--- src/rtl/train_center_cal_tx_if.sv ---
// Sideband, point-test and sequencer signals of the center-cal transmitter.
// master: the calibration block; slave: its environment.
interface train_center_cal_tx_if #(
    parameter int LANES = 16
);
    logic             i_en;
    logic [3:0]       i_decoded_sideband_message;
    logic             i_sideband_valid;
    logic             i_busy_negedge_detected;
    logic             i_eye_sweep_req;
    logic             i_pt_done;
    logic [LANES-1:0] i_pt_lanes_result;
    logic [3:0]       o_sideband_message;
    logic             o_valid_tx;
    logic             o_pt_en;
    logic             o_eye_width_sweep_en;
    logic [LANES-1:0] o_lanes_result;
    logic             o_any_lane_pass;
    logic             o_test_ack;
    logic             o_timeout;

    modport master (
        input  i_en, i_decoded_sideband_message, i_sideband_valid,
        input  i_busy_negedge_detected, i_eye_sweep_req,
        input  i_pt_done, i_pt_lanes_result,
        output o_sideband_message, o_valid_tx, o_pt_en,
        output o_eye_width_sweep_en, o_lanes_result,
        output o_any_lane_pass, o_test_ack, o_timeout
    );

    modport slave (
        output i_en, i_decoded_sideband_message, i_sideband_valid,
        output i_busy_negedge_detected, i_eye_sweep_req,
        output i_pt_done, i_pt_lanes_result,
        input  o_sideband_message, o_valid_tx, o_pt_en,
        input  o_eye_width_sweep_en, o_lanes_result,
        input  o_any_lane_pass, o_test_ack, o_timeout
    );
endinterface

--- src/rtl/train_center_cal_tx.sv ---
// MBTRAIN center-calibration transmitter FSM with registered outputs.
// Define TRAIN_CENTER_CAL_TIMEOUT_EN to add the sequence abort counter.
module train_center_cal_tx #(
    parameter logic [23:0] TIMEOUT_CYCLES = 24'd8_000_000,
    parameter int          LANES          = 16
) (
    input logic                   clk,
    input logic                   rst,
    train_center_cal_tx_if.master bus
);
    typedef enum logic [2:0] {
        IDLE            = 3'd0,
        SEND_START_REQ  = 3'd1,
        WAIT_START_RESP = 3'd2,
        RUN_TEST        = 3'd3,
        SEND_END_REQ    = 3'd4,
        WAIT_END_RESP   = 3'd5,
        TEST_FINISHED   = 3'd6
    } state_t;

    localparam logic [3:0] START_REQ  = 4'b0001;
    localparam logic [3:0] START_RESP = 4'b0010;
    localparam logic [3:0] END_REQ    = 4'b0011;
    localparam logic [3:0] END_RESP   = 4'b0100;

    state_t           state, state_d;
    logic [3:0]       msg_q, msg_d;
    logic             vtx_q, vtx_d;
    logic             pt_q, pt_d;
    logic             sw_q, sw_d;
    logic             ack_q, ack_d;
    logic             any_q, any_d;
    logic [LANES-1:0] lanes_q, lanes_d;
    logic             start_rsp, end_rsp, sent, tmo;

    assign start_rsp = bus.i_sideband_valid &&
                       bus.i_decoded_sideband_message == START_RESP;
    assign end_rsp   = bus.i_sideband_valid &&
                       bus.i_decoded_sideband_message == END_RESP;
    // A serializer pulse only counts while our request is on the wire.
    assign sent      = vtx_q && bus.i_busy_negedge_detected;

    always_ff @(posedge clk or posedge rst) begin
        if (rst) begin
            state   <= IDLE;
            msg_q   <= '0;
            vtx_q   <= 1'b0;
            pt_q    <= 1'b0;
            sw_q    <= 1'b0;
            ack_q   <= 1'b0;
            any_q   <= 1'b0;
            lanes_q <= '0;
        end else begin
            state   <= state_d;
            msg_q   <= msg_d;
            vtx_q   <= vtx_d;
            pt_q    <= pt_d;
            sw_q    <= sw_d;
            ack_q   <= ack_d;
            any_q   <= any_d;
            lanes_q <= lanes_d;
        end
    end

    always_comb begin
        state_d = state;
        if (!bus.i_en) begin
            state_d = IDLE;
        end else if (tmo) begin
            state_d = TEST_FINISHED;
        end else begin
            case (state)
                IDLE:            state_d = SEND_START_REQ;
                SEND_START_REQ:  if (sent) state_d = WAIT_START_RESP;
                WAIT_START_RESP: if (start_rsp) state_d = RUN_TEST;
                RUN_TEST:        if (bus.i_pt_done) state_d = SEND_END_REQ;
                SEND_END_REQ:    if (sent) state_d = WAIT_END_RESP;
                WAIT_END_RESP:   if (end_rsp) state_d = TEST_FINISHED;
                TEST_FINISHED:   state_d = TEST_FINISHED;
                default:         state_d = IDLE;
            endcase
        end
    end

    always_comb begin
        msg_d   = msg_q;
        vtx_d   = vtx_q;
        pt_d    = pt_q;
        sw_d    = sw_q;
        ack_d   = ack_q;
        any_d   = any_q;
        lanes_d = lanes_q;
        if (!bus.i_en) begin
            // Abort keeps the last captured lane result visible.
            msg_d = '0;
            vtx_d = 1'b0;
            pt_d  = 1'b0;
            sw_d  = 1'b0;
            ack_d = 1'b0;
        end else if (tmo) begin
            vtx_d = 1'b0;
            pt_d  = 1'b0;
            sw_d  = 1'b0;
            ack_d = 1'b1;
        end else begin
            case (state)
                IDLE: begin
                    msg_d   = '0;
                    vtx_d   = 1'b0;
                    pt_d    = 1'b0;
                    sw_d    = 1'b0;
                    ack_d   = 1'b0;
                    lanes_d = '0;
                    any_d   = 1'b0;
                end
                SEND_START_REQ, SEND_END_REQ: begin
                    if (!vtx_q) begin
                        vtx_d = 1'b1;
                        msg_d = (state == SEND_START_REQ) ?
                                START_REQ : END_REQ;
                    end else if (bus.i_busy_negedge_detected) begin
                        vtx_d = 1'b0;
                    end
                end
                WAIT_START_RESP: begin
                    if (start_rsp) begin
                        pt_d = 1'b1;
                        sw_d = bus.i_eye_sweep_req;
                    end
                end
                RUN_TEST: begin
                    if (bus.i_pt_done) begin
                        lanes_d = bus.i_pt_lanes_result;
                        any_d   = |bus.i_pt_lanes_result;
                        pt_d    = 1'b0;
                        sw_d    = 1'b0;
                    end
                end
                WAIT_END_RESP: begin
                    if (end_rsp) begin
                        msg_d = '0;
                        ack_d = 1'b1;
                    end
                end
                TEST_FINISHED: ;
                default: begin
                    msg_d = '0;
                    vtx_d = 1'b0;
                    pt_d  = 1'b0;
                    sw_d  = 1'b0;
                    ack_d = 1'b0;
                end
            endcase
        end
    end

`ifdef TRAIN_CENTER_CAL_TIMEOUT_EN
    logic [23:0] cnt;
    logic        timeout_q;
    logic        active;

    assign active = state inside {SEND_START_REQ, WAIT_START_RESP,
                                  RUN_TEST, SEND_END_REQ, WAIT_END_RESP};
    assign tmo    = active && (cnt == TIMEOUT_CYCLES - 24'd1);

    always_ff @(posedge clk or posedge rst) begin
        if (rst) begin
            cnt       <= '0;
            timeout_q <= 1'b0;
        end else begin
            if (state == IDLE) begin
                cnt <= '0;
            end else if (active) begin
                cnt <= cnt + 24'd1;
            end
            if (!bus.i_en || state == IDLE) begin
                timeout_q <= 1'b0;
            end else if (tmo) begin
                timeout_q <= 1'b1;
            end
        end
    end

    assign bus.o_timeout = timeout_q;
`else
    logic unused_timeout;
    assign unused_timeout = ^TIMEOUT_CYCLES;
    assign tmo            = 1'b0;
    assign bus.o_timeout  = 1'b0;
`endif

    assign bus.o_sideband_message   = msg_q;
    assign bus.o_valid_tx           = vtx_q;
    assign bus.o_pt_en              = pt_q;
    assign bus.o_eye_width_sweep_en = sw_q;
    assign bus.o_lanes_result       = lanes_q;
    assign bus.o_any_lane_pass      = any_q;
    assign bus.o_test_ack           = ack_q;
endmodule

--- src/flat_wrapper.sv ---
// flat-port wrapper written by rule: the top's interface ports become plain ports
module train_center_cal_tx_flat 
#(
    parameter logic [23:0] TIMEOUT_CYCLES = 24'd8_000_000,
    parameter int          LANES          = 16
)
  (clk, rst, bus_i_en, bus_i_decoded_sideband_message, bus_i_sideband_valid, bus_i_busy_negedge_detected, bus_i_eye_sweep_req, bus_i_pt_done, bus_i_pt_lanes_result, bus_o_sideband_message, bus_o_valid_tx, bus_o_pt_en, bus_o_eye_width_sweep_en, bus_o_lanes_result, bus_o_any_lane_pass, bus_o_test_ack, bus_o_timeout);
  train_center_cal_tx_if #(.LANES(LANES)) bus_i ();
  input logic clk;
  input logic rst;
  input wire logic [$bits(bus_i.i_en)-1:0] bus_i_en;
  input wire logic [$bits(bus_i.i_decoded_sideband_message)-1:0] bus_i_decoded_sideband_message;
  input wire logic [$bits(bus_i.i_sideband_valid)-1:0] bus_i_sideband_valid;
  input wire logic [$bits(bus_i.i_busy_negedge_detected)-1:0] bus_i_busy_negedge_detected;
  input wire logic [$bits(bus_i.i_eye_sweep_req)-1:0] bus_i_eye_sweep_req;
  input wire logic [$bits(bus_i.i_pt_done)-1:0] bus_i_pt_done;
  input wire logic [$bits(bus_i.i_pt_lanes_result)-1:0] bus_i_pt_lanes_result;
  output wire logic [$bits(bus_i.o_sideband_message)-1:0] bus_o_sideband_message;
  output wire logic [$bits(bus_i.o_valid_tx)-1:0] bus_o_valid_tx;
  output wire logic [$bits(bus_i.o_pt_en)-1:0] bus_o_pt_en;
  output wire logic [$bits(bus_i.o_eye_width_sweep_en)-1:0] bus_o_eye_width_sweep_en;
  output wire logic [$bits(bus_i.o_lanes_result)-1:0] bus_o_lanes_result;
  output wire logic [$bits(bus_i.o_any_lane_pass)-1:0] bus_o_any_lane_pass;
  output wire logic [$bits(bus_i.o_test_ack)-1:0] bus_o_test_ack;
  output wire logic [$bits(bus_i.o_timeout)-1:0] bus_o_timeout;
  assign bus_i.i_en = bus_i_en;
  assign bus_i.i_decoded_sideband_message = bus_i_decoded_sideband_message;
  assign bus_i.i_sideband_valid = bus_i_sideband_valid;
  assign bus_i.i_busy_negedge_detected = bus_i_busy_negedge_detected;
  assign bus_i.i_eye_sweep_req = bus_i_eye_sweep_req;
  assign bus_i.i_pt_done = bus_i_pt_done;
  assign bus_i.i_pt_lanes_result = bus_i_pt_lanes_result;
  assign bus_o_sideband_message = bus_i.o_sideband_message;
  assign bus_o_valid_tx = bus_i.o_valid_tx;
  assign bus_o_pt_en = bus_i.o_pt_en;
  assign bus_o_eye_width_sweep_en = bus_i.o_eye_width_sweep_en;
  assign bus_o_lanes_result = bus_i.o_lanes_result;
  assign bus_o_any_lane_pass = bus_i.o_any_lane_pass;
  assign bus_o_test_ack = bus_i.o_test_ack;
  assign bus_o_timeout = bus_i.o_timeout;
  train_center_cal_tx #(.TIMEOUT_CYCLES(TIMEOUT_CYCLES), .LANES(LANES)) u_core (.clk(clk), .rst(rst), .bus(bus_i));
endmodule
--- config.mk ---
export PLATFORM = sky130hd
export DESIGN_NAME = train_center_cal_tx_flat
export DESIGN_NICKNAME = d
export VERILOG_FILES = /design/src/rtl/train_center_cal_tx_if.sv /design/src/rtl/train_center_cal_tx.sv /design/src/flat_wrapper.sv
export SDC_FILE = /design/constraint.sdc
export NUM_CORES = 1
export LEC_CHECK = 0
export BUFFER_PORTS_ARGS = -buffer_cell sky130_fd_sc_hd__buf_2
export CAP_MARGIN = 5
export CORE_MARGIN = 8
export CORE_UTILIZATION = 40
export DETAILED_ROUTE_END_ITERATION = 16
export GPL_ROUTABILITY_DRIVEN = 1
export HOLD_SLACK_MARGIN = 0.15
export PLACE_DENSITY = 0.76
export SETUP_SLACK_MARGIN = 0.2
export SYNTH_ARGS = -nofsm -noshare
export SYNTH_HDL_FRONTEND = slang
export SYNTH_SLANG_ARGS = --single-unit
--- constraint.sdc ---
create_clock -name clk -period 2.41 [get_ports clk]
set_input_delay 0 -clock clk [delete_from_list [all_inputs] [get_ports clk]]
set_output_delay 0 -clock clk [all_outputs]
set_load 0.01 [all_outputs]
==> results of run 1 <==
[area by class of cell]
| type | instances | area [um^2] |
|---|---|---|
| tap | 44 | 55.1 |
| timing repair buffer | 76 | 515 |
| multi-input combinational | 78 | 548 |
| sequential | 26 | 653 |
| clock buffer | 3 | 22.5 |
| fill | 267 | 1240 |
| inverter | 5 | 18.8 |
[placed cells by master, fill, tap and decap left out, drive strengths merged]
cell | synthesis | final
dlygate4sd3 | 0 | 27
a22o | 17 | 17
nor3 | 1 | 1
a211o | 1 | 1
nand4 | 2 | 2
nor3b | 2 | 2
o211a | 2 | 2
o31a | 1 | 1
o221ai | 1 | 1
a31oi | 2 | 2
or2 | 1 | 1
dfrtp | 26 | 26
o211ai | 1 | 1
nor2b | 3 | 3
and3 | 1 | 1
o21a | 2 | 2
clkbuf | 3 | 3
nor4 | 4 | 4
o21ai | 3 | 3
a2111oi | 3 | 3
and2 | 1 | 1
inv | 5 | 5
or3b | 2 | 2
a21oi | 6 | 6
buf | 10 | 49
o2111ai | 1 | 1
or3 | 2 | 2
nand4b | 1 | 1
nor2 | 5 | 5
conb | 1 | 3
maj3 | 1 | 1
a311o | 1 | 1
mux2i | 2 | 2
nand3 | 2 | 2
nand2 | 4 | 4
[metrics by stage]
stage	total power, W	worst slack [ns]
after floorplan	0.000604	0.981
after global placement	0.000652	0.723
after detailed placement	0.000659	0.635
after CTS	0.000870	0.275
after global routing	0.000920	0.273
final	0.000867	0.334
[worst min-delay path, delay by kind of cell]
kind	cells	cell delay (ns)
and+or+nand+nor	2	0.28
buffers and inverters	1	0.10
AOI/OAI and AO/OA	1	0.10
[registers in the layout, summed over array words and instances (netlist names)]
register,cells
u_core.bus.o_test_ack,1
u_core.bus.o_pt_en,1
u_core.bus.o_eye_width_sweep_en,1
u_core.bus.o_any_lane_pass,1
u_core.bus.o_valid_tx,1
u_core.state,3
u_core.bus.o_lanes_result,16
u_core.bus.o_sideband_message,2
[what timing repair did]
item | in CTS | in global routing
resized for setup | 0 | 2
hold buffers | 27 | 0
endpoints found under the setup margin | 0 | 2
endpoints found under the hold margin | 52 | 0
[where the power goes]
group | total, W | leakage, nW | internal, W | switching (W)
Sequential | 0.000496 | 0.354 | 0.000461 | 0.0000354
Clock | 0.000183 | 0.0138 | 0.0000585 | 0.000125
Combinational | 0.000187 | 0.541 | 0.0000939 | 0.0000931
[per-layer routing]
metal | track usage [%] | wire, um | up-vias
met5 | 0 | 0 | -
met4 | 4.89 | 44 | 0
met3 | 5.49 | 340 | 6
met2 | 22.5 | 1700 | 52
met1 | 17.1 | 1530 | 602
li1 | - | - | 584
[cell families (layout without fill, tap and decap cells)]
group	count (synthesis)	after routing	share of synthesized area, %
buffers and inverters	18	84	7.57
adder cells (fa/ha/maj)	1	1	0.777
multiplexers	2	2	1.55
AND/OR/NAND/NOR	31	31	14.2
AO/OA/AOI/OAI	41	41	25.1
other	1	3	0.291
flip-flops	26	26	50.5
[synthesized netlist by cell type, types with 3 or more instances]
cell type                   number  area share, %
sky130_fd_sc_hd__nand2_1         4            1.2
sky130_fd_sc_hd__a21oi_1         6            2.3
sky130_fd_sc_hd__nor2_1          5            1.5
sky130_fd_sc_hd__nor2b_1         3            1.5
sky130_fd_sc_hd__a22o_1         17             12
sky130_fd_sc_hd__inv_1           5            1.5
sky130_fd_sc_hd__dfrtp_1        26             50
sky130_fd_sc_hd__a2111oi_0       3            2.0
sky130_fd_sc_hd__nor4_1          4            1.9
sky130_fd_sc_hd__buf_4           4            2.3
sky130_fd_sc_hd__buf_2           5            1.9
[path summary, 6_finish.rpt]
path                                                    from                              end  slack (ns)  cells past startpoint
setup / recovery                             u_core.state[0]  u_core.bus.o_eye_width_sweep_en        0.33                      4
setup reg to reg                             u_core.state[0]  u_core.bus.o_eye_width_sweep_en        0.33                      4
max in group asynchronous                                rst                  u_core.state[0]        1.32                      3
hold reg to reg                u_core.bus.o_lanes_result[14]    u_core.bus.o_lanes_result[14]        0.52                      1
hold / removal             bus_i_decoded_sideband_message[2]                  u_core.state[1]        0.19                      4
min in group asynchronous                                rst     u_core.bus.o_lanes_result[4]        0.43                      3
==> flow_metrics.tcl, run 1 <==
set metrics [dict create \
    post_synth_edffs 0 \
    drt-vias-per-instance 5.36 \
    slew_violations 0 \
    coreArea_um2 3050 \
    drtPass1Iterations 4 \
    design.die.area_um2 5290 \
    slowest_stage "sky130_fd_sc_hd__dlygate4sd3_1" \
    layout-drive-gt1-share_pct 30.3 \
    start_util_pct 42.2 \
    timing.critical_path.cells "or3b_1 > or3_4 > mux2i_1 > dlygate4sd3_1" \
    yosys_warnings 0 \
    timing_hold_violations_final 0 \
    synth-main-ff-cell "sky130_fd_sc_hd__dfrtp_1" \
    ys_seq_elements 26 \
    timing.max_slew.rel_slack_pct 34.8 \
    route.vias.total 1244 \
    remaining_global_route_overflow 0 \
    cts-htree-levels 1 \
    setup-tns-final_ns 0 \
    cts_tree "done" \
    largest_net_degree_at_the_start_of_global_routing 27 \
    io_pins 53 \
    cp.required_ns 2.63 \
    placed_area_um2 1520 \
    ctsRootBufferMaster "sky130_fd_sc_hd__clkbuf_4" \
    cell_count_final_fillers_out 232 \
    grt_pass1_vias 1317 \
    final_setup_violations 0 \
    status "finished, final reports clean" \
    timing.final.crit_period_ns 2.08 \
    port_buffers 49 \
    post_drt_wl_per_cell_um 15.6 \
    placementRows 20 \
    global_route.usage.total_pct 14.2 \
    layout.nets 217 \
    max-vdd-ir-drop_mv 0.336 \
    grt_pass1_wl_um 6150 \
    insertedDiodeCount 0 \
    maxCapViolations 0 \
    numCtsBuffers 3 \
    cts.reportedPaths.clkPinSlew_ns 0.14 \
    rsz_0062_raised_after_global_routing "false" \
    max_freq_mhz 482 \
    timing.critical_path.slowest_cell_delay_ns 0.56 \
    fin_crit_sh_pct 86.2 \
    layout.cell_area.non_filler_um2 1810 \
    vertical_extent_of_the_die_um 72.8 \
    clk_path_buf_depth 2 \
    placed_cells 202 \
    worst_pin_slew_ns 0.977 \
    avgSynthCellArea_um2 10.7 \
    cpLargestDelayFamily "simple AND/OR/NAND/NOR gates" \
    area_growth_syn_to_layout_pct 40.7 \
    power_density_nw_per_um2 478 \
    worst_skew_pair.late_latency_ns 0.31 \
    endpoint_kind "register" \
    cts.sink_count 26 \
    worst_ep_arrival_time_ns 2.29 \
    post-cts-setup-buffer-count 0 \
    min_path_type "in2reg" \
    total_half_perimeter_wirelength_after_legalization_and_detailed_placement_um 2420 \
    layout.core_utilization_pct 59.4 \
    synth.yosys.seq_area_share_pct 50.5 \
    drt_wl_total_um 3610 \
    worst-setup-path-type "reg2reg" \
    finalHoldWorstSlack_ns 0.193 \
    place.gp.congestion 0.790 \
    synth.distinct_cells 39 \
    start_kind "register" \
    syn_area_um2 1290 \
    p_leak_nw 0.909 \
    detailedRoute.firstIterationViolations 81 \
    grt_antenna_before_repair 0 \
    postSynth.asyncResetShare_pct 100 \
    netlist_instances 120 \
    antenna_left 0 \
    die_w_um 72.8 \
    drcViolationCount 0 \
    critical_path.n_buffers_inverters 1 \
    final.setup_skew_ns 0.00223 \
    critPathMaxFanout 17 \
]
Note: power is estimated with default switching activity, not from simulation.
==> run 2: changes to the inputs <==
Settings changed: PLACE_DENSITY 0.76 to 0.74.
==> run 2 against run 1 <==
Wire length grew 1.6%. Register-to-register slack lost 0.03 ns. Combinational power is essentially flat.
==> flow_metrics.tcl, run 2 (same netlist as run 1, synthesis figures left out) <==
set metrics [dict create \
    cp.required_ns 2.61 \
    cts.sink_count 26 \
    power_switching_w 0.000250 \
    timing.final.crit_period_ns 2.11 \
    timing.rr.start "u_core.state[0]" \
    clockPowerShare_pct 20.5 \
    largest_net_degree_at_the_start_of_global_routing 27 \
    global_route.usage.total_pct 15.0 \
    rsz_0062_raised_after_global_routing "false" \
    remaining_global_route_overflow 0 \
    grt_antenna_before_repair 0 \
    clk_path_buf_depth 2 \
    grtUsageMet2_pct 25.5 \
    slowest_stage "sky130_fd_sc_hd__dlygate4sd3_1" \
    cts_tree "done" \
    max-vdd-ir-drop_mv 0.247 \
    insertedDiodeCount 0 \
    cts-htree-levels 1 \
    intPower_w 0.000615 \
    critPathMaxFanout 17 \
    reg2reg_slack_ns 0.30 \
    min_path_type "in2reg" \
    drt_wl_total_um 3670 \
    design.die.area_um2 5290 \
    setup-tns-final_ns 0 \
    max_freq_mhz 474 \
    r2r_end "u_core.bus.o_eye_width_sweep_en" \
    most-common-layout-cells "49 x sky130_fd_sc_hd__buf_2, 29 x sky130_fd_sc_hd__dlygate4sd3_1, 24 x sky130_fd_sc_hd__dfrtp_1, 17 x sky130_fd_sc_hd__a22o_1, 6 x sky130_fd_sc_hd__a21oi_1" \
    worst_ep_arrival_time_ns 2.32 \
    start_util_pct 42.2 \
    timing.max_slew.rel_slack_pct 36.5 \
    logic_depth_of_the_worst_register_to_register_path 4 \
    finalHoldWorstSlack_ns 0.199 \
    worst_pin_slew_ns 0.951 \
    die_w_um 72.8 \
    power_frac_comb_pct 22.0 \
    route.vias.total 1203 \
    grt_pass1_vias 1355 \
    timing_hold_violations_final 0 \
    timing.critical_path.cells "or3b_1 > or3_4 > mux2i_1 > dlygate4sd3_1" \
    total_half_perimeter_wirelength_after_legalization_and_detailed_placement_um 2490 \
    place.gp.congestion 0.804 \
    coreArea_um2 3050 \
    startpoint "u_core.state[0]" \
    p_leak_nw 0.917 \
    layout-drive-gt1-share_pct 30.5 \
    vertical_extent_of_the_die_um 72.8 \
    timing.critical_path.slowest_cell_delay_ns 0.55 \
    start_kind "register" \
    finalWorstSetupSlack_ns 0.299 \
    number_of_flip_flops_in_the_largest_register 16 \
    dp_worst_setup_slack_ns 0.662 \
    endpoint_kind "register" \
    numCtsBuffers 3 \
    port_buffers 49 \
    ctsRootBufferMaster "sky130_fd_sc_hd__clkbuf_4" \
    grt-busiest-layer "met2" \
    final.setup_skew_ns 0.00613 \
    slew_violations 0 \
    placementRows 20 \
    drcViolationCount 0 \
    area_growth_syn_to_layout_pct 42.6 \
    io_pins 53 \
    sequentialPowerShare_pct 57.5 \
    cts.reportedPaths.clkPinSlew_ns 0.13 \
    drt-vias-per-instance 5.14 \
    worst_skew_pair.late_latency_ns 0.31 \
    grt_use_met3_pct 5.77 \
    status "finished, final reports clean" \
    layout.nets 219 \
    fin_crit_sh_pct 87.6 \
    post_drt_wl_per_cell_um 15.7 \
    layout_commonest_cell "sky130_fd_sc_hd__buf_2" \
    grt_pass1_wl_um 6360 \
    worst-setup-path-type "reg2reg" \
    fraction_of_power_spent_switching_nets_pct 28.9 \
    critical_path.endpoint "u_core.bus.o_eye_width_sweep_en" \
    maxCapViolations 0 \
    antenna_left 0 \
    power_density_nw_per_um2 470 \
    detailedRoute.firstIterationViolations 68 \
    grtUsageMet1_pct 17.3 \
    drtPass1Iterations 4 \
    final_setup_violations 0 \
]
==> run 2: cell types whose count changed in the layout (fill, tap and decap cells not counted) <==
| cell | before | now |
|---|---|---|
| sky130_fd_sc_hd__dlygate4sd3_1 | 27 | 29 |
| sky130_fd_sc_hd__nor3b_1 | 2 | 1 |
| sky130_fd_sc_hd__nor3b_2 | 0 | 1 |
==> run 2: what timing repair did <==
action,CTS,global route
setup endpoints to repair,0,3
hold buffers,29,0
endpoints found under the hold margin,52,0
setup buffers,0,0
resized for setup,0,3
==> run 2: critical path, delay by kind of cell, from the launching register on <==
kind	cells	cell delay (ns)
flip-flops	1	0.54
AND/OR/NAND/NOR	2	0.79
buffers and inverters	1	0.55
multiplexers	1	0.12
==> run 2: worst min-delay path by stage <==
stage	start	endpoint	cells after the start	slack [ns]
after floorplan	rst	u_core.bus.o_any_lane_pass	1	0.04
after global placement	bus_i_pt_lanes_result[0]	u_core.bus.o_lanes_result[0]	2	0.23
after detailed placement	bus_i_pt_lanes_result[11]	u_core.bus.o_lanes_result[11]	2	0.25
after CTS	bus_i_decoded_sideband_message[2]	u_core.state[1]	4	0.20
after global routing	bus_i_decoded_sideband_message[2]	u_core.state[1]	4	0.19
final	bus_i_decoded_sideband_message[2]	u_core.state[1]	4	0.20
==> run 2: metrics by stage <==
step / total power (W) / area, um^2 / utilization [%] / cells
CTS: 0.000869 / 1830 / 60.0 / 234
floorplan: 0.000604 / 1300 / - / 122
global placement: 0.000652 / 1520 / 49.7 / 202
finish: 0.000865 / 1840 / 60.2 / 234
global route: 0.000929 / 1840 / 60.2 / 234
detailed placement: 0.000661 / 1520 / 49.7 / 202
==> run 2: per-layer routing <==
metal  up-vias  part of all wire [%]
li1        588                     -
met1       569                    42
met2        44                    48
met3         2                   8.9
met4         0                  0.46
met5         -                     0
==> run 2: final cells by class <==
type	instances	area [um^2]
Clock buffer	3	22.5
Fill cell	287	1210
Inverter	5	18.8
Multi-Input combinational cell	78	553
Sequential cell	26	653
Tap cell	44	55.1
Timing Repair Buffer	78	536
==> run 2: power groups by stage <==
stage	Combinational, W	Clock (W)	Sequential, W
6_report	0.000190	0.000178	0.000497
3_3_place_gp	0.000151	0	0.000501
2_1_floorplan	0.000111	0	0.000492
4_1_cts	0.000190	0.000185	0.000495
5_1_grt	0.000212	0.000215	0.000503
3_5_place_dp	0.000158	0	0.000502
==> run 3: changes to the inputs <==
Settings changed: CORE_UTILIZATION 40 to 51, PLACE_DENSITY 0.74 to 0.9, SKIP_CTS_REPAIR_TIMING set to 1.
==> run 3 against run 2 <==
Wire length rose by 12%. Core utilization rose by 15 points. Design area fell by 0.82%. Maximum frequency rose by 8.0%. Critical path type is now in2reg. Critical endpoint is now u_core.state[1].
==> flow_metrics.tcl, run 3 (same netlist as run 1, synthesis figures left out) <==
set metrics [dict create \
    layout_commonest_cell "sky130_fd_sc_hd__buf_2" \
    largest_net_degree_at_the_start_of_global_routing 27 \
    power_density_nw_per_um2 543 \
    timing.critical_path.cells "dlygate4sd3_1 > buf_2 > nor3b_1 > dlygate4sd3_1 > nand4_1 > a31oi_1" \
    rsz_0062_raised_after_global_routing "false" \
    max-vdd-ir-drop_mv 0.349 \
    final_setup_violations 0 \
    worst-setup-path-type "in2reg" \
    grtUsageMet1_pct 19.4 \
    grt_antenna_before_repair 0 \
    setup-tns-final_ns 0 \
    ctsRootBufferMaster "sky130_fd_sc_hd__clkbuf_4" \
    layout.core_utilization_pct 74.9 \
    clk_path_buf_depth 2 \
    timing.critical_path.slowest_cell_delay_ns 0.68 \
    placed_area_um2 1500 \
    post_drt_wl_per_cell_um 18.8 \
    cts.reportedPaths.clkPinSlew_ns 0.14 \
    layout-drive-gt1-share_pct 29.6 \
    route.vias.total 1347 \
    endpoint_kind "register" \
    antenna_left 0 \
    place.gp.congestion 0.829 \
    power_w 0.000990 \
    vertical_extent_of_the_die_um 66.3 \
    cpLargestDelayFamily "buffers and inverters" \
    io_pins 53 \
    insertedDiodeCount 0 \
    drt_wl_total_um 4130 \
    cts-htree-levels 1 \
    design.die.area_um2 4390 \
    die_w_um 66.3 \
    min_path_type "in2reg" \
    start_kind "input port" \
    port_buffers 49 \
    status "finished, final reports clean" \
    cp.required_ns 2.65 \
    max_freq_mhz 511 \
    critPathMaxFanout 5 \
    worst_pin_slew_ns 0.944 \
    detailedRoute.firstIterationViolations 147 \
    timing.max_slew.rel_slack_pct 37.0 \
    fin_crit_sh_pct 81.1 \
    cts.sink_count 26 \
    numCtsBuffers 3 \
    cts_tree "done" \
    layout.nets 217 \
    grtUsageMet2_pct 23.0 \
    number_of_flip_flops_in_the_largest_register 16 \
    timing.final.crit_period_ns 1.96 \
    final.setup_skew_ns 0.00768 \
    placementRows 18 \
    worst_skew_pair.late_latency_ns 0.31 \
    start_util_pct 53.0 \
    maxCapViolations 0 \
    grt_pass1_wl_um 5370 \
    drcViolationCount 0 \
    critical_path.n_buffers_inverters 3 \
    slowest_stage "sky130_fd_sc_hd__dlygate4sd3_1" \
    timing_hold_violations_final 0 \
    grt_pass1_vias 1249 \
    drt-vias-per-instance 6.15 \
    remaining_global_route_overflow 0 \
    grt_use_met3_pct 3.90 \
    most-common-layout-cells "49 x sky130_fd_sc_hd__buf_2, 27 x sky130_fd_sc_hd__dlygate4sd3_1, 26 x sky130_fd_sc_hd__dfrtp_1, 17 x sky130_fd_sc_hd__a22o_1, 6 x sky130_fd_sc_hd__a21oi_1" \
    drtPass1Iterations 6 \
    slew_violations 0 \
    p_leak_nw 0.920 \
    cell_count_final_fillers_out 219 \
    worst_ep_arrival_time_ns 2.19 \
    dominant_cell_type_by_count_on_the_critical_path "sky130_fd_sc_hd__dlygate4sd3_1" \
    global_route.usage.total_pct 15.0 \
    placed_cells 188 \
    grt-busiest-layer "met2" \
    layout.cell_area.non_filler_um2 1820 \
    area_growth_syn_to_layout_pct 41.5 \
    total_half_perimeter_wirelength_after_legalization_and_detailed_placement_um 2360 \
    coreArea_um2 2430 \
]
run 3: cell count changes in the layout (fill, tap and decap cells not counted):
cell,previous run,this run
sky130_fd_sc_hd__dlygate4sd3_1,29,27
sky130_fd_sc_hd__nor3b_1,1,2
sky130_fd_sc_hd__dfrtp_2,2,0
sky130_fd_sc_hd__nor3b_2,1,0
sky130_fd_sc_hd__dfrtp_1,24,26
sky130_fd_sc_hd__bufinv_16,0,1
run 3: path summary, 6_finish.rpt:
path,cells past startpoint,slack (ns),endpoint,startpoint
max,6,0.45,u_core.state[1],bus_i_decoded_sideband_message[0]
min,4,0.26,u_core.bus.o_test_ack,bus_i_sideband_valid
max reg2reg,3,0.58,u_core.bus.o_lanes_result[12],u_core.state[1]
min reg2reg,1,0.51,u_core.bus.o_lanes_result[12],u_core.bus.o_lanes_result[12]
max in group asynchronous,3,1.42,u_core.state[0],rst
min in group asynchronous,3,0.41,u_core.bus.o_lanes_result[15],rst
run 3: final cells by class:
cell class              count  area [um^2]
clock buffers               3         22.5
clock inverters             1         30.0
fillers                   150          609
inverters                   5         18.8
multi-input cells          78          548
flip-flops and latches     26          651
well taps                  30         37.5
repair buffers             76          515
run 3: metal layers:
metal / vias to the layer above / wire [um] / share of wire, %
met5: - / 0 / 0
met4: 0 / 140 / 3.4
met3: 22 / 512 / 12
met2: 110 / 1820 / 44
met1: 628 / 1660 / 40
li1: 587 / - / -
run 3: metrics by stage:
step                      setup WS, ns  hold slack [ns]
after global placement           0.751            0.231
after global routing             0.404            0.258
final                            0.455            0.258
after floorplan                  0.981           0.0400
after detailed placement         0.682            0.243
after CTS                        0.639           -0.102
run 3: power breakdown:
group	switching, W	total (W)	internal, W	leakage [nW]
Clock	0.000129	0.000296	0.000168	0.0279
Combinational	0.0000992	0.000195	0.0000960	0.535
Sequential	0.0000387	0.000499	0.000460	0.357
Total	0.000266	0.000990	0.000724	0.920
run 3: worst register-to-register path, delay by kind of cell (launching register included):
| family | cells | cell delay [ns] |
|---|---|---|
| AND/OR/NAND/NOR | 2 | 0.83 |
| flip-flops | 1 | 0.73 |
| AO/OA/AOI/OAI | 1 | 0.21 |
